File: src/rtl/mux_key_sel_pkg.sv
// Shared helpers for the key/value multiplexer.
// Only the pair-width function lives here; everything else is parameterised.
package mux_key_sel_pkg;

    function automatic int pair_len(input int key_len, input int data_len);
        return key_len + data_len;
    endfunction

endpackage

File: src/rtl/mux_key_sel_if.sv
// Lookup bus between the table owner (master) and the priority search (slave).
interface mux_key_sel_if
    import mux_key_sel_pkg::*;
#(
    parameter int NR_KEY   = 2,
    parameter int KEY_LEN  = 1,
    parameter int DATA_LEN = 1
);
    localparam int PAIR_LEN = pair_len(KEY_LEN, DATA_LEN);

    logic [KEY_LEN-1:0]         key;
    logic [NR_KEY*PAIR_LEN-1:0] lut;
    logic [DATA_LEN-1:0]        out;
    logic                       hit;

    modport master (output key, output lut, input out, input hit);
    modport slave  (input key, input lut, output out, output hit);
endinterface

File: src/rtl/mux_key_sel_core.sv
// Combinational priority search over a packed (key, data) table.
// The first-written pair (most-significant) wins when several keys match.
module mux_key_core
    import mux_key_sel_pkg::*;
#(
    parameter int          NR_KEY      = 2,
    parameter int          KEY_LEN     = 1,
    parameter int          DATA_LEN    = 1,
    parameter int unsigned DEFAULT_VAL = 0
) (
    mux_key_sel_if.slave bus
);
    localparam int PAIR_LEN = pair_len(KEY_LEN, DATA_LEN);
    localparam logic [DATA_LEN-1:0] DEF = DATA_LEN'(DEFAULT_VAL);

    if (NR_KEY < 1 || KEY_LEN < 1 || DATA_LEN < 1) begin : g_param_chk
        $error("mux_key_core: NR_KEY, KEY_LEN and DATA_LEN must all be >= 1");
    end

    logic [PAIR_LEN-1:0] pair;

    // Scan from the last pair up so the lowest index overwrites later matches.
    always_comb begin
        bus.out = DEF;
        bus.hit = 1'b0;
        pair    = '0;
        for (int j = NR_KEY - 1; j >= 0; j--) begin
            pair = bus.lut[(NR_KEY - j) * PAIR_LEN - 1 -: PAIR_LEN];
            if (pair[PAIR_LEN-1 -: KEY_LEN] == bus.key) begin
                bus.out = pair[DATA_LEN-1:0];
                bus.hit = 1'b1;
            end
        end
    end
endmodule

File: src/rtl/mux_key_sel.sv
// Key/value multiplexer: zero-latency select plus a registered copy.
// Port order is kept for existing positional instances (out, key, lut first).
module mux_key_sel
    import mux_key_sel_pkg::*;
#(
    parameter int          NR_KEY      = 2,
    parameter int          KEY_LEN     = 1,
    parameter int          DATA_LEN    = 1,
    parameter int unsigned DEFAULT_VAL = 0
) (
    output logic [DATA_LEN-1:0]                           out,
    input  logic [KEY_LEN-1:0]                            key,
    input  logic [NR_KEY*pair_len(KEY_LEN, DATA_LEN)-1:0] lut,
    input  logic                                          clk,
    input  logic                                          rst,
    output logic                                          hit,
    output logic [DATA_LEN-1:0]                           out_q,
    output logic                                          hit_q
);
    mux_key_sel_if #(
        .NR_KEY   (NR_KEY),
        .KEY_LEN  (KEY_LEN),
        .DATA_LEN (DATA_LEN)
    ) lk ();

    assign lk.key = key;
    assign lk.lut = lut;
    assign out    = lk.out;
    assign hit    = lk.hit;

    mux_key_core #(
        .NR_KEY      (NR_KEY),
        .KEY_LEN     (KEY_LEN),
        .DATA_LEN    (DATA_LEN),
        .DEFAULT_VAL (DEFAULT_VAL)
    ) u_core (
        .bus (lk.slave)
    );

    always_ff @(posedge clk) begin
        if (rst) begin
            out_q <= '0;
            hit_q <= 1'b0;
        end else begin
            out_q <= lk.out;
            hit_q <= lk.hit;
        end
    end
endmodule

File: config.mk
export PLATFORM = sky130hd
export DESIGN_NAME = mux_key_sel
export DESIGN_NICKNAME = d
export VERILOG_FILES = /design/src/rtl/mux_key_sel_pkg.sv /design/src/rtl/mux_key_sel_if.sv /design/src/rtl/mux_key_sel_core.sv /design/src/rtl/mux_key_sel.sv
export SDC_FILE = /design/constraint.sdc
export NUM_CORES = 1
export LEC_CHECK = 0
export BUFFER_PORTS_ARGS = -buffer_cell sky130_fd_sc_hd__buf_2
export CELL_PAD_IN_SITES_DETAIL_PLACEMENT = 1
export CELL_PAD_IN_SITES_GLOBAL_PLACEMENT = 2
export CORE_AREA = 2 2 39 41
export CTS_CLUSTER_SIZE = 8
export DETAILED_ROUTE_END_ITERATION = 10
export DIE_AREA = 0 0 41 43
export PLACE_DENSITY = 0.45
export SETUP_SLACK_MARGIN = 0.3
export SLEW_MARGIN = 20
export SYNTH_ARGS = -nofsm -noshare
export SYNTH_HDL_FRONTEND = slang
export SYNTH_SLANG_ARGS = --single-unit
export TNS_END_PERCENT = 100
File: constraint.sdc
create_clock -name clk -period 1.3 [get_ports clk]
set_clock_uncertainty 0.1 [all_clocks]
set_input_delay 0.065 -clock clk [delete_from_list [all_inputs] [get_ports clk]]
set_output_delay 0.065 -clock clk [all_outputs]
set_load 0.02 [all_outputs]
==> results_dict.tcl <==
set metrics [dict create \
    status "finished, final reports clean" \
    cp_max_fo 3 \
    viasPerCell 3.45 \
    grt_pass1_vias 163 \
    setup_tns_ns 0 \
    p_per_area_nw_per_um2 1100 \
    crit_start "key" \
    pre_cts_ws_ns 0.198 \
    drive_gt1_share_pct 69.2 \
    rsz0062_at_grt "true" \
    maxCapViolCount 0 \
    synth.top_cells.by_area "dfxtp_1 36%, nand2b_4 12%, mux2_2 10%" \
    fp.dieH_um 43 \
    wl_per_cell_um 9.21 \
    clock-sinks 2 \
    ys_types 9 \
    slew_headroom_pct 91.1 \
    setup_viol 0 \
    ir_drop_uv 108 \
    yosysSeqAreaShare_pct 36.0 \
    crit_path_end_kind "primary output" \
    die_x_um 41 \
    gp_congestion 0.496 \
    cts_made_buffers 3 \
    coreArea_um2 1380 \
    grt_overflow_total 0 \
    wirelength_um 387 \
    n_antenna_cell 0 \
    leakage_nw 0.116 \
    nFillCells 178 \
    grt.total_usage_pct 5.29 \
    first_pass_iters 1 \
    yosys.area.top_type "dfxtp_1" \
    timing.fmax_ghz 0.987 \
    synth.top_cell.area_share_pct 36.0 \
    worst_slew_pin_slew_ns 0.134 \
    min_from "lut[2]" \
    cts_max_path_buffers 2 \
    die-area_um2 1760 \
    yosysWarnings 0 \
    period_share_pct 77.9 \
    syn_nets 18 \
    grt_max_degree 4 \
    rows 14 \
    cts.clk_slew.worst_paths_ns 0.03 \
    syn_avg_cell_area_um2 10.1 \
    hold_viol_final 0 \
    postRouteAntennaNets 0 \
    finalCriticalPeriod_ns 1.01 \
    crit_required_ns 1.13 \
    finalMaxSlewViolations 0 \
    syn2layout_area_growth_pct 117 \
    setup_slack_ns 0.287 \
    grt_antenna_before_repair 0 \
    start_kind "input pin" \
    syn_inst 11 \
    syn-cell-area_um2 111 \
    grt_pass1_wl_um 545 \
    final_cell_mix "8 x buf_2, 3 x clkbuf_4, 2 x dfxtp_1, 2 x buf_6" \
    initial_core_util_pct 8.05 \
    final_common_cell "buf_2" \
    port_buffers 10 \
    fin_nets 35 \
    cts_tree "built" \
    hold_class "input pin to flip-flop" \
    synth_seq_cells 2 \
    drcViolationCount 0 \
    ctsHtreeMaxLevel 1 \
    crit_type "input pin to primary output" \
    route.vias.total 145 \
    io_pins 11 \
    cp_data_arrival_time_ns 0.85 \
    cts_root_buf "clkbuf_4" \
    first_iter_violations 0 \
]
[metal layers]
metal	share of wire (%)	track usage (%)	routed length, um	up-vias
li1	-	-	-	71
met1	31	2.53	120	68
met2	63	9.38	243	6
met3	5.9	1.57	23	0
met4	0	8.00	0	0
met5	0	0	0	-
[what timing repair did]
action / CTS / global route
hold endpoints to repair: 2 / 0
hold buffers: 1 / 0
setup buffers: 1 / 0
setup endpoints to repair: 1 / 1
pin swaps: 2 / 1
resized for setup: 5 / 0
[area by class of cell]
| cell class | count | area, um^2 | share of cell area, % |
|---|---|---|---|
| Clock buffer | 3 | 22.5 | 9.33 |
| Multi-Input combinational cell | 9 | 78.8 | 32.6 |
| Sequential cell | 2 | 40.0 | 16.6 |
| Tap cell | 16 | 20.0 | 8.29 |
| Timing Repair Buffer | 12 | 80.1 | 33.2 |
[kinds of logic after synthesis]
family	synth area share [%]
AO/OA/AOI/OAI	5.62
flip-flops	36.0
multiplexers	10.1
AND/OR/NAND/NOR	48.3
[report_power, final]
group	switching, mW	internal, mW
Clock	0.0331	0.102
Combinational	0.0310	0.0337
Sequential	0.000799	0.0663
Total	0.0649	0.202
[state kept, by name, summed over array words and instances (netlist names)]
signal and flops:
out_q 1, hit_q 1
[final timing paths]
check / end / slack, ns / cells past startpoint
worst max-delay path: out / 0.29 / 5
worst min-delay path: out_q / 0.09 / 3
[critical path, cell delays in order]
cell and delay (ns):
buf_6 0.09, nand2b_4 0.13, or3b_4 0.37, nand3_2 0.07
buf_6 0.11
[Yosys cell counts]
master / instances
a31oi_1: 1
dfxtp_1: 2
mux2_2: 1
nand2b_1: 1
nand2b_4: 1
nand3_1: 2
nand4b_1: 1
nor2b_1: 1
or3b_1: 1
[through the flow]
stage / cell area [um^2] / hold slack, ns / util (%) / std cells / total power, mW
finish: 241 / 0.0907 / 17.5 / 42 / 0.267
floorplan: 111 / 0.0344 / - / 11 / 0.0963
CTS: 241 / 0.0836 / 17.5 / 42 / 0.273
global route: 241 / 0.0908 / 17.5 / 42 / 0.288
global placement: 181 / 0.147 / 13.1 / 37 / 0.119
detailed placement: 181 / 0.150 / 13.1 / 37 / 0.120
(Power assumes the default switching activity.)
